--- config.mk ---
export PLATFORM = sky130hd
export DESIGN_NAME = rle_decoder
export DESIGN_NICKNAME = d
export VERILOG_FILES = /design/src/rtl/rle_pkg.sv /design/src/rtl/rle_byte_packer.sv /design/src/rtl/rle_decoder.sv
export SDC_FILE = /design/constraint.sdc
export NUM_CORES = 1
export LEC_CHECK = 0
export CORE_MARGIN = 3
export CORE_UTILIZATION = 46
export CTS_CLUSTER_DIAMETER = 150
export DETAILED_ROUTE_END_ITERATION = 8
export GPL_ROUTABILITY_DRIVEN = 0
export PLACE_DENSITY = 0.8
export SLEW_MARGIN = 20
export SYNTH_ARGS = -nofsm -noshare
export SYNTH_HDL_FRONTEND = slang
export SYNTH_SLANG_ARGS = --single-unit
--- constraint.sdc ---
create_clock -name clk -period 2.1 [get_ports clk]
set_input_delay 0.42 -clock clk [delete_from_list [all_inputs] [get_ports clk]]
set_output_delay 0.42 -clock clk [all_outputs]
set_load 0.02 [all_outputs]
--- src/rtl/rle_pkg.sv ---
// Shared FSM encoding and compressed-entry field layout for the RLE decoder.
// Each compressed word is two 16-bit entries; each entry is {byte, count}.
package rle_pkg;

    localparam logic [2:0] S_IDLE     = 3'd0;
    localparam logic [2:0] S_RD_ADDR  = 3'd1;
    localparam logic [2:0] S_RD_LATCH = 3'd2;
    localparam logic [2:0] S_EXPAND   = 3'd3;
    localparam logic [2:0] S_WRITE    = 3'd4;
    localparam logic [2:0] S_FLUSH    = 3'd5;

    localparam int ENTRY_W          = 16;
    localparam int BYTE_OFS         = 8;
    localparam int BYTE_W           = 8;
    localparam int CNT_OFS          = 0;
    localparam int CNT_W            = 8;
    localparam int ENTRIES_PER_WORD = 2;

    function automatic logic [ENTRY_W-1:0] entry_of(input logic [31:0] word, input logic sel);
        return sel ? word[ENTRY_W +: ENTRY_W] : word[0 +: ENTRY_W];
    endfunction

endpackage

--- src/rtl/rle_byte_packer.sv ---
// Little-endian 4-byte accumulator: bytes fill lanes 0..3, full after the 4th.
// Pushes while full are dropped; clear has priority over a push.
module rle_byte_packer (
    input  logic        clk,
    input  logic        nreset,
    input  logic        byte_vld_i,
    input  logic [7:0]  byte_dat_i,
    input  logic        clear_i,
    output logic [31:0] word_o,
    output logic [2:0]  fill_o,
    output logic        full_o
);

    logic [31:0] word_q;
    logic [2:0]  fill_q;

    always_ff @(posedge clk or negedge nreset) begin
        if (!nreset) begin
            word_q <= '0;
            fill_q <= '0;
        end else if (clear_i) begin
            word_q <= '0;
            fill_q <= '0;
        end else if (byte_vld_i && !full_o) begin
            word_q[{fill_q[1:0], 3'b000} +: 8] <= byte_dat_i;
            fill_q <= fill_q + 3'd1;
        end
    end

    assign word_o = word_q;
    assign fill_o = fill_q;
    assign full_o = (fill_q == 3'd4);

endmodule

--- src/rtl/rle_decoder.sv ---
// Reads RLE words from a dpsram port, expands runs one byte per cycle and writes packed words back.
// Memory outputs are combinational from state, so reset forces them to zero immediately.
module rle_decoder
    import rle_pkg::*;
(
    input  logic        clk,
    input  logic        nreset,
    input  logic        start,
    input  logic [31:0] rle_addr,
    input  logic [31:0] rle_size,
    input  logic [31:0] message_addr,
    input  logic [31:0] port_A_data_out,
    output logic        port_A_clk,
    output logic [15:0] port_A_addr,
    output logic [31:0] port_A_data_in,
    output logic        port_A_we,
    output logic [31:0] message_size,
    output logic        done
);

    logic [2:0]  state_q, state_d;
    logic [15:0] rd_ptr_q, rd_ptr_d;
    logic [15:0] wr_ptr_q, wr_ptr_d;
    logic [29:0] words_q, words_d;
    logic [31:0] data_q, data_d;
    logic        sel_q, sel_d;
    logic [7:0]  cnt_q, cnt_d;
    logic [31:0] size_q, size_d;
    logic        done_q, done_d;

    logic        pk_push, pk_clear, pk_full;
    logic [31:0] pk_word;
    logic [2:0]  pk_fill;
    logic [ENTRY_W-1:0] cur_entry, hi_entry;
    logic        unused_bits;

    assign unused_bits = ^{rle_addr[31:16], message_addr[31:16], rle_size[1:0]};
    assign port_A_clk  = clk;
    assign cur_entry   = entry_of(data_q, sel_q);
    assign hi_entry    = entry_of(data_q, 1'b1);

    rle_byte_packer u_packer (
        .clk        (clk),
        .nreset     (nreset),
        .byte_vld_i (pk_push),
        .byte_dat_i (cur_entry[BYTE_OFS +: BYTE_W]),
        .clear_i    (pk_clear),
        .word_o     (pk_word),
        .fill_o     (pk_fill),
        .full_o     (pk_full)
    );

    always_comb begin
        state_d        = state_q;
        rd_ptr_d       = rd_ptr_q;
        wr_ptr_d       = wr_ptr_q;
        words_d        = words_q;
        data_d         = data_q;
        sel_d          = sel_q;
        cnt_d          = cnt_q;
        size_d         = size_q;
        done_d         = done_q;
        pk_push        = 1'b0;
        pk_clear       = 1'b0;
        port_A_we      = 1'b0;
        port_A_addr    = '0;
        port_A_data_in = '0;
        case (state_q)
            S_IDLE: begin
                if (start) begin
                    rd_ptr_d = rle_addr[15:0];
                    wr_ptr_d = message_addr[15:0];
                    words_d  = rle_size[31:2];
                    size_d   = '0;
                    done_d   = 1'b0;
                    sel_d    = 1'b0;
                    cnt_d    = '0;
                    pk_clear = 1'b1;
                    state_d  = (rle_size[31:2] == '0) ? S_FLUSH : S_RD_ADDR;
                end
            end
            S_RD_ADDR: begin
                port_A_addr = rd_ptr_q;
                rd_ptr_d    = rd_ptr_q + 16'd4;
                words_d     = words_q - 30'd1;
                state_d     = S_RD_LATCH;
            end
            S_RD_LATCH: begin
                data_d  = port_A_data_out;
                sel_d   = 1'b0;
                cnt_d   = port_A_data_out[CNT_OFS +: CNT_W];
                state_d = S_EXPAND;
            end
            S_EXPAND: begin
                // An exhausted (or zero-count) entry costs one cycle to advance
                if (cnt_q == '0) begin
                    if (sel_q != 1'(ENTRIES_PER_WORD - 1)) begin
                        sel_d = 1'b1;
                        cnt_d = hi_entry[CNT_OFS +: CNT_W];
                    end else begin
                        state_d = (words_q != '0) ? S_RD_ADDR : S_FLUSH;
                    end
                end else if (!pk_full) begin
                    pk_push = 1'b1;
                    cnt_d   = cnt_q - 8'd1;
                    size_d  = size_q + 32'd1;
                    if (pk_fill == 3'd3) state_d = S_WRITE;
                end
            end
            S_WRITE: begin
                port_A_we      = 1'b1;
                port_A_addr    = wr_ptr_q;
                port_A_data_in = pk_word;
                wr_ptr_d       = wr_ptr_q + 16'd4;
                pk_clear       = 1'b1;
                state_d        = S_EXPAND;
            end
            S_FLUSH: begin
                if (pk_fill != 3'd0) begin
                    port_A_we      = 1'b1;
                    port_A_addr    = wr_ptr_q;
                    port_A_data_in = pk_word;
                    wr_ptr_d       = wr_ptr_q + 16'd4;
                end
                pk_clear = 1'b1;
                done_d   = 1'b1;
                state_d  = S_IDLE;
            end
            default: state_d = S_IDLE;
        endcase
    end

    always_ff @(posedge clk or negedge nreset) begin
        if (!nreset) begin
            state_q  <= S_IDLE;
            rd_ptr_q <= '0;
            wr_ptr_q <= '0;
            words_q  <= '0;
            data_q   <= '0;
            sel_q    <= 1'b0;
            cnt_q    <= '0;
            size_q   <= '0;
            done_q   <= 1'b0;
        end else begin
            state_q  <= state_d;
            rd_ptr_q <= rd_ptr_d;
            wr_ptr_q <= wr_ptr_d;
            words_q  <= words_d;
            data_q   <= data_d;
            sel_q    <= sel_d;
            cnt_q    <= cnt_d;
            size_q   <= size_d;
            done_q   <= done_d;
        end
    end

    assign message_size = size_q;
    assign done         = done_q;

endmodule

# Word level (Yosys, flattened, before mapping)

Cells that the tools add are included.

Flip-flop bits (word level): 174
Latch bits: 0
RAM bits: 0
ROM bits: 0
Output and inout bits: 83
Word-level logic and storage cells: 103
Memories: 0

Add/subtract/negate cells: 7
$mul: 0
Div/mod/pow operators: 0
$lt $le $gt $ge: 0
Equal/unequal tests: 16
Shifts and indexed selects: 2
Muxes and demuxes: 45
Bitwise logic cells: 0
Reduce and logical (&&, ||, !) cells: 22

Operator list:

| operator                                              | number |
|---|---|
| two-way mux 32 bit                                    | 6 |
| case mux 32 bit (2 select lines)                      | 2 |
| case mux 16 bit (3 select lines)                      | 2 |
| two-way mux 16 bit                                    | 5 |
| case mux 30 bit (2 select lines)                      | 1 |
| adder 16 x 3 -> 16 bit (second input constant)        | 2 |
| adder 32 x 1 -> 32 bit (second input constant)        | 1 |
| bitwise mux 32 bit                                    | 1 |
| two-way mux 8 bit                                     | 4 |
| case mux 16 bit (2 select lines)                      | 1 |
| variable shift 8 x 7 -> 32 bit (first input constant) | 1 |
| indexed part select 8 x 7 -> 32 bit                   | 1 |
| zero test 30 bit                                      | 1 |
| two-way mux 30 bit                                    | 1 |
| nonzero test 30 bit                                   | 1 |
| subtractor 30 x 1 -> 30 bit (second input constant)   | 1 |
| two-way mux 3 bit                                     | 9 |
| case mux 8 bit (3 select lines)                       | 1 |
| != test 3 bit (second input constant)                 | 4 |
| case mux 3 bit (4 select lines)                       | 1 |
| AND reduction 4 bit                                   | 3 |
| != test 2 bit (second input constant)                 | 5 |
| equality test 3 x 2 -> 1 bit (second input constant)  | 3 |
| equality test 3 bit (second input constant)           | 3 |
| 16 further kinds                                      | 32 |

# Logic depth before layout (Yosys ltp)

Gate-level depths: netlist of run 1.

Depth after elaboration: 7
Depth in mapped cells: 9

# Cells and area by module

A second synthesis of run 1 with hierarchy kept.

Cell total of the unflattened synthesis: 966
Area, all modules: 9210.1 sq um

Modules (own cells, without submodules):

| module          | instances | cells each | area an instance (sq um) | sequential area each (sq um) |
|---|---|---|---|---|
| rle_decoder     | 1         | 831        | 7533.5                   | 3278.1 |
| rle_byte_packer | 1         | 135        | 1676.6                   | 875.8 |

==> flow_summary_export.csv, run 1 <==
group,metric,value,unit
run_status,status,"finished with violations",
run_status,violations,"negative setup slack",
synthesis,async_reset_ff_share,100.0,%
routing,drtIter0Drc,601,
timing,min_period,2.347,ns
setup_path,end_kind,"primary output",
setup_path,start_kind,"flop",
placement,placed_cell_area,11650,sq um
global_route,antenna_found_initial,0,
floorplan,die_w,145.8,um
layout,area_delta_synth_final,40.35,%
timing,hold_viol,0,
synthesis,syn_area,8990,sq um
global_route,first_global_vias,8345,
synthesis,synth_commonest_cells,"166 x dfrtp_1, 81 x nor2_1, 79 x nand2_1",
clocking,cts_tree,"built",
timing,tightest_slew,0.4651,ns
synthesis,avgSynthCellArea,9.687,sq um
timing,finalMaxSlewViolations,0,
setup_path,cp_max_fo,17,
clocking,clk_pin_slew,0.07,ns
layout,n_antenna_cell,0,
layout,drive_gt1_share,24.87,%
timing,min_period_over_period,111.8,%
timing,fmax,0.4260,GHz
timing,relSlewSlack,68.75,%
timing,rsz0062_at_grt,"yes",
synthesis,yosys.area.top_type_share,46.21,%
setup_path,required,1.68,ns
placement,numPortBuffers,179,
floorplan,core.rowCount,50,
setup_path,critPathArrivalTime,1.93,ns
routing,viasPerCell,5.841,
pwr,irDropWorstVdd,0.7866,mV
routing,drc_errors,0,
synthesis,synth.distinct_cells,71,
routing,dr.pass1.iters,5,
synthesis,synth_warnings,0,
global_route,track_usage,24.61,%
pwr,p_leak,5.411,nW
hold_path,hold_class,"in2async",
floorplan,core,18960,sq um
synthesis,synth_edf_count,0,
clocking,clkLatencyLatePin,0.54,ns
global_route,grt_pass1_wl,42870,um
global_route,gr-total-overflow,0,
synthesis,post_synth_inst_count,928,
layout,final_area,12620,sq um
synthesis,synth_nets,1070,
layout,fin_nets,1316,
floorplan,die_h,145.8,um
layout,fin_util,66.56,%
synthesis,ys_seq_area_share,46.21,%
floorplan,io_pins,214,
floorplan,die_area,21260,sq um
synthesis,synth_top_area_cell,"dfrtp_1",
setup_path,r2r_slack,0.05,ns
setup_path,critical_path_class,"reg2out",
floorplan,floorplan.initialDensity,47.43,%
routing,num_vias,8446,
synthesis,yosysMostFrequentCell,"dfrtp_1",
routing,antenna_left,0,
layout,instances_no_fill,1446,
routing,routed_wl,26200,um
pwr,p_total,0.01619,W
synthesis,ys.flop_type,"dfrtp_1",
global_route,grt_max_degree,65,
timing,fin_skew,0.01149,ns
placement,dp_hpwl,18680,um
timing,setup_viol,49,
routing,wire_per_inst,18.12,um
timing,worst_slack,-0.2473,ns
synthesis,synth.area.top_cells,"dfrtp_1 46%, mux2_2 4.0%, nor2_1 3.4%",
timing,hold_ws,0.3409,ns
placement,dp.cells,1404,
synthesis,ys_ff_latch,166,
pwr,powerDensity,1283,nW/um^2
job,maxCapViolCount,0,
## worst max-delay path: stages, from the launching register on
cell,delay [ns]
dfrtp_1,0.39
inv_2,0.08
ha_4,0.15
a31oi_4,0.08
buf_12,0.15
buf_12,0.14
a22o_4,0.26
buf_6,0.13
## cell families (layout without fill, tap and decap cells)
kind of cell,after synthesis,after routing,synth area share [%]
compound gates,251,251,19.69
xor+xnor,21,21,2.046
fa+ha+maj,11,11,1.531
buf+inv,68,326,3.465
flops,166,166,46.21
mux,48,48,5.790
simple gates,363,363,21.27
## state kept, by name, indices dropped and copies added, names as in the netlist
signal,count
data_q,24
words_q,30
rd_ptr_q,16
u_packer.fill_o,3
message_size,32
state_q,3
wr_ptr_q,16
cnt_q,8
sel_q,1
u_packer.word_o,32
done,1
## where the power goes
| group | leakage, nW | internal (W) | switching (W) | total [W] |
|---|---|---|---|---|
| Sequential | 2.06 | 0.00438 | 0.00118 | 0.00556 |
| Combinational | 3.05 | 0.00345 | 0.00390 | 0.00735 |
| Clock | 0.298 | 0.00192 | 0.00135 | 0.00328 |
## path summary, 6_finish.rpt
check	startpoint	endpoint	cells past startpoint
min in group clk	rle_addr[0]	rd_ptr_q[0]$_DFFE_PN0P_	3
setup reg to reg	state_q[1]$_DFFE_PN0P_	words_q[12]$_DFFE_PN0P_	9
max in group asynchronous	nreset	words_q[27]$_DFFE_PN0P_	3
hold / removal	nreset	data_q[26]$_DFFE_PN0N_	2
setup / recovery	u_packer.fill_o[0]$_DFFE_PN0P_	port_A_addr[1]	7
hold reg to reg	u_packer.word_o[1]$_DFFE_PN0P_	u_packer.word_o[1]$_DFFE_PN0P_	1
## metal layers
| layer | part of all wire (%) | wire [um] | track usage, % | vias to the layer above |
|---|---|---|---|---|
| li1 | - | - | - | 3957 |
| met4 | 2.1 | 539 | 8.310 | 0 |
| met3 | 6.7 | 1748 | 6.353 | 41 |
| met1 | 42 | 11120 | 32.66 | 4154 |
| met5 | 0 | 0 | 0 | - |
| met2 | 49 | 12800 | 39.45 | 294 |
## per-stage QoR
step	TNS (ns)	setup WS, ns
after detailed placement	-13.09	-0.1881
final	-7.900	-0.2473
after CTS	-8.533	-0.2523
after global routing	-10.57	-0.2934
after global placement	-9.896	-0.1670
after floorplan	-0.2654	-0.03317
## final cells by class
class / count / area, sq um
Fill cell: 1486 / 6339
Multi-Input combinational cell: 694 / 4745
Sequential cell: 166 / 4155
Timing Repair Buffer: 274 / 2694
Clock buffer: 25 / 534.3
Tap cell: 260 / 325.3
Clock inverter: 10 / 100.1
Inverter: 17 / 63.81
## layout by cell type, fill, tap and decap left out, types with 8 or more instances in the layout
cell type,Yosys,final
dfrtp_1,166,165
clkdlybuf4s50_1,0,118
buf_4,2,85
nor2_1,81,80
nand2_1,79,72
a21oi_1,56,52
buf_6,3,48
o21ai_0,41,40
nor3_1,40,38
nand3_1,34,33
mux2_2,32,32
and2_4,0,28
a22o_1,26,25
nand4_1,24,24
clkbuf_16,0,20
o2bb2ai_1,17,17
mux2i_1,16,16
nor4_1,14,14
o21a_1,14,14
xor2_1,13,13
inv_1,17,12
a311oi_1,10,10
and2_1,37,9
a211oi_1,9,9
o22ai_1,9,9
ha_1,11,9
dlymetal6s2s_1,0,9
a31oi_1,9,8
o211ai_1,8,8
xnor2_1,8,8
buf_12,0,8
## what timing repair did
item,CTS,global route
setup buffers,2,5
resized for setup,321,39
pin swaps,12,10
cloned,1,0
setup endpoints to repair,68,103
hold buffers,1,0
hold endpoints to repair,21,0
(Power assumes the default switching activity.)
==> run 2, diff against run 1 <==
--- a/config.mk
+++ b/config.mk
@@ -7,2 +7,3 @@
 export LEC_CHECK = 0
+export CAP_MARGIN = 20
 export CORE_MARGIN = 3
--- a/constraint.sdc
+++ b/constraint.sdc
@@ -3,2 +3,2 @@
 set_output_delay 0.42 -clock clk [all_outputs]
-set_load 0.02 [all_outputs]
+set_load 0.005 [all_outputs]
==> flow_summary_export.csv, run 2 (synthesis gave the netlist of run 1 again) <==
group,metric,value,unit
run_status,status,"finished with violations",
run_status,violations,"negative setup slack",
clocking,clk_pin_slew,0.07,ns
routing,drtIter0Drc,683,
floorplan,floorplan.initialDensity,47.43,%
setup_path,slowest_stage,"dfrtp_1",
global_route,grt_use_met1,33.63,%
global_route,busiest_layer,"met2",
timing,tightest_slew,0.5188,ns
global_route,antenna_found_initial,0,
layout,instances_no_fill,1479,
global_route,use_met3,6.322,%
floorplan,core,18960,sq um
timing,relSlewSlack,65.42,%
layout,final_area,13020,sq um
timing,min_period,2.364,ns
layout,fin_nets,1348,
pwr,powerDensity,1287,nW/um^2
floorplan,io_pins,214,
routing,antenna_left,0,
placement,preCtsSetupSlack,-0.2683,ns
timing,fmax,0.4231,GHz
routing,num_vias,8725,
pwr,irDropWorstVdd,0.8539,mV
setup_path,crit_top_cell,"buf_6",
global_route,track_usage,25.42,%
timing,worst_slack,-0.2638,ns
routing,routed_wl,27680,um
routing,viasPerCell,5.899,
pwr,p_int,0.01021,W
setup_path,critPathArrivalTime,1.94,ns
pwr,p_total,0.01676,W
timing,hold_viol,0,
layout,area_delta_synth_final,44.79,%
routing,wire_per_inst,18.71,um
layout,multi_input_area,4818,sq um
placement,dp.cells,1396,
pwr,p_clk_share,21.0,%
floorplan,core.rowCount,50,
setup_path,cpPeakStageDelay,0.39,ns
timing,min_period_over_period,112.6,%
pwr,swShare,39.06,%
pwr,combPwrFrac,45.5,%
clocking,cts_tree,"built",
placement,dp_hpwl,18280,um
global_route,grt_use_met2,40.87,%
pwr,p_switching,0.006545,W
clocking,clkLatencyLatePin,0.55,ns
setup_path,critical_path_class,"reg2out",
global_route,first_global_vias,8520,
placement,numPortBuffers,179,
placement,placed_cell_area,11590,sq um
layout,mostFrequentLayoutCells,"165 x dfrtp_1, 128 x clkdlybuf4s50_1, 88 x buf_4",
layout,n_antenna_cell,0,
setup_path,crit_chain,"inv_2, ha_4, a31oi_4, buf_8, buf_6, buf_6, a22o_1, buf_2",
setup_path,cp_max_fo,5,
timing,fin_skew,0.01007,ns
hold_path,hold_class,"in2async",
floorplan,die_w,145.8,um
global_route,grt_max_degree,50,
timing,finalMaxSlewViolations,0,
timing,hold_ws,0.4075,ns
pwr,p_leak,5.513,nW
global_route,grt_pass1_wl,44240,um
timing,rsz0062_at_grt,"yes",
pwr,pwr-share-seq,33.5,%
setup_path,cp_num_buf_inv,5,
floorplan,die_h,145.8,um
layout,mostFrequentLayoutCell,"dfrtp_1",
job,maxCapViolCount,0,
layout,seq_area,4155,sq um
layout,drive_gt1_share,28.14,%
timing,setup_viol,49,
setup_path,start_kind,"flop",
floorplan,die_area,21260,sq um
setup_path,required,1.68,ns
routing,dr.pass1.iters,8,
global_route,gr-total-overflow,0,
setup_path,end_kind,"primary output",
routing,drc_errors,0,
layout,n_fill_cell,1383,
setup_path,cpLargestDelayFamily,"buffers and inverters",
[run 2: cell types whose count changed in the layout (fill, tap and decap cells not counted), moves of 4 or more]
cell	change
buf_2	+11
clkdlybuf4s50_1	+10
dlymetal6s2s_1	-9
buf_6	+11
nand2_1	-8
buf_8	+7
inv_6	+4
nand2_4	+6
[run 2: repair_timing]
| item | in CTS | in global routing |
|---|---|---|
| hold buffers | 1 | 0 |
| resized for setup | 288 | 74 |
| setup buffers | 28 | 23 |
| setup endpoints to repair | 73 | 110 |
| pin swaps | 30 | 36 |
| hold endpoints to repair | 46 | 0 |
| cloned | 3 | 1 |
[run 2: worst reg2reg max path: stages (launching register included)]
cell	delay, ns
dfrtp_1	0.44
buf_4	0.21
buf_4	0.16
inv_1	0.15
o21ai_0	0.18
a21oi_1	0.18
buf_4	0.25
o21ai_0	0.19
o2bb2ai_1	0.19
[run 2: per-layer routing]
layer	up-vias	wire, um
met3	56	1955
met4	0	762
met2	393	13330
met1	4261	11630
met5	-	0
li1	4015	-
[run 2: through the flow]
stage          TNS [ns]  utilization (%)
2_1_floorplan   -0.2610                -
3_3_place_gp     -6.817            61.12
3_5_place_dp     -10.92            61.12
4_1_cts          -10.87            66.77
5_1_grt          -12.96            68.67
6_report         -9.343            68.67
[run 2: worst paths after layout]
path	start	to	slack, ns	depth (start not counted)
worst max-delay path	u_packer.fill_o[0]$_DFFE_PN0P_	port_A_addr[6]	-0.26	8
worst min-delay path	nreset	wr_ptr_q[7]$_DFFE_PN0P_	0.41	2
worst max register to register	state_q[0]$_DFFE_PN0P_	wr_ptr_q[9]$_DFFE_PN0P_	0	8
worst min register to register	wr_ptr_q[0]$_DFFE_PN0P_	wr_ptr_q[0]$_DFFE_PN0P_	0.49	2
max in group asynchronous	nreset	words_q[29]$_DFFE_PN0P_	1.07	3
min in group clk	message_addr[1]	wr_ptr_q[1]$_DFFE_PN0P_	0.42	3
[run 2: layout make-up]
cell class / instances / area share (%)
sequential: 166 / 31.92
clock inverter: 15 / 1.288
multi-input combinational: 694 / 37.02
inverter: 17 / 0.4902
clock buffer: 21 / 3.912
timing repair buffer: 306 / 22.87
tap: 260 / 2.499
[run 2: power groups by stage]
| stage | clock network, W | logic (W) | registers (W) |
|---|---|---|---|
| 3_3_place_gp | 0.0000401 | 0.00652 | 0.00549 |
| 2_1_floorplan | 0.0000309 | 0.00429 | 0.00525 |
| 5_1_grt | 0.00371 | 0.00831 | 0.00577 |
| 6_report | 0.00352 | 0.00763 | 0.00561 |
| 3_5_place_dp | 0.0000401 | 0.00673 | 0.00553 |
| 4_1_cts | 0.00356 | 0.00726 | 0.00553 |
==> run 3, diff against run 2 <==
SLEW_MARGIN = not set   (was 20)
==> results of run 3 <==
No change in the layout: final DEF, timing and power equal those of run 2.
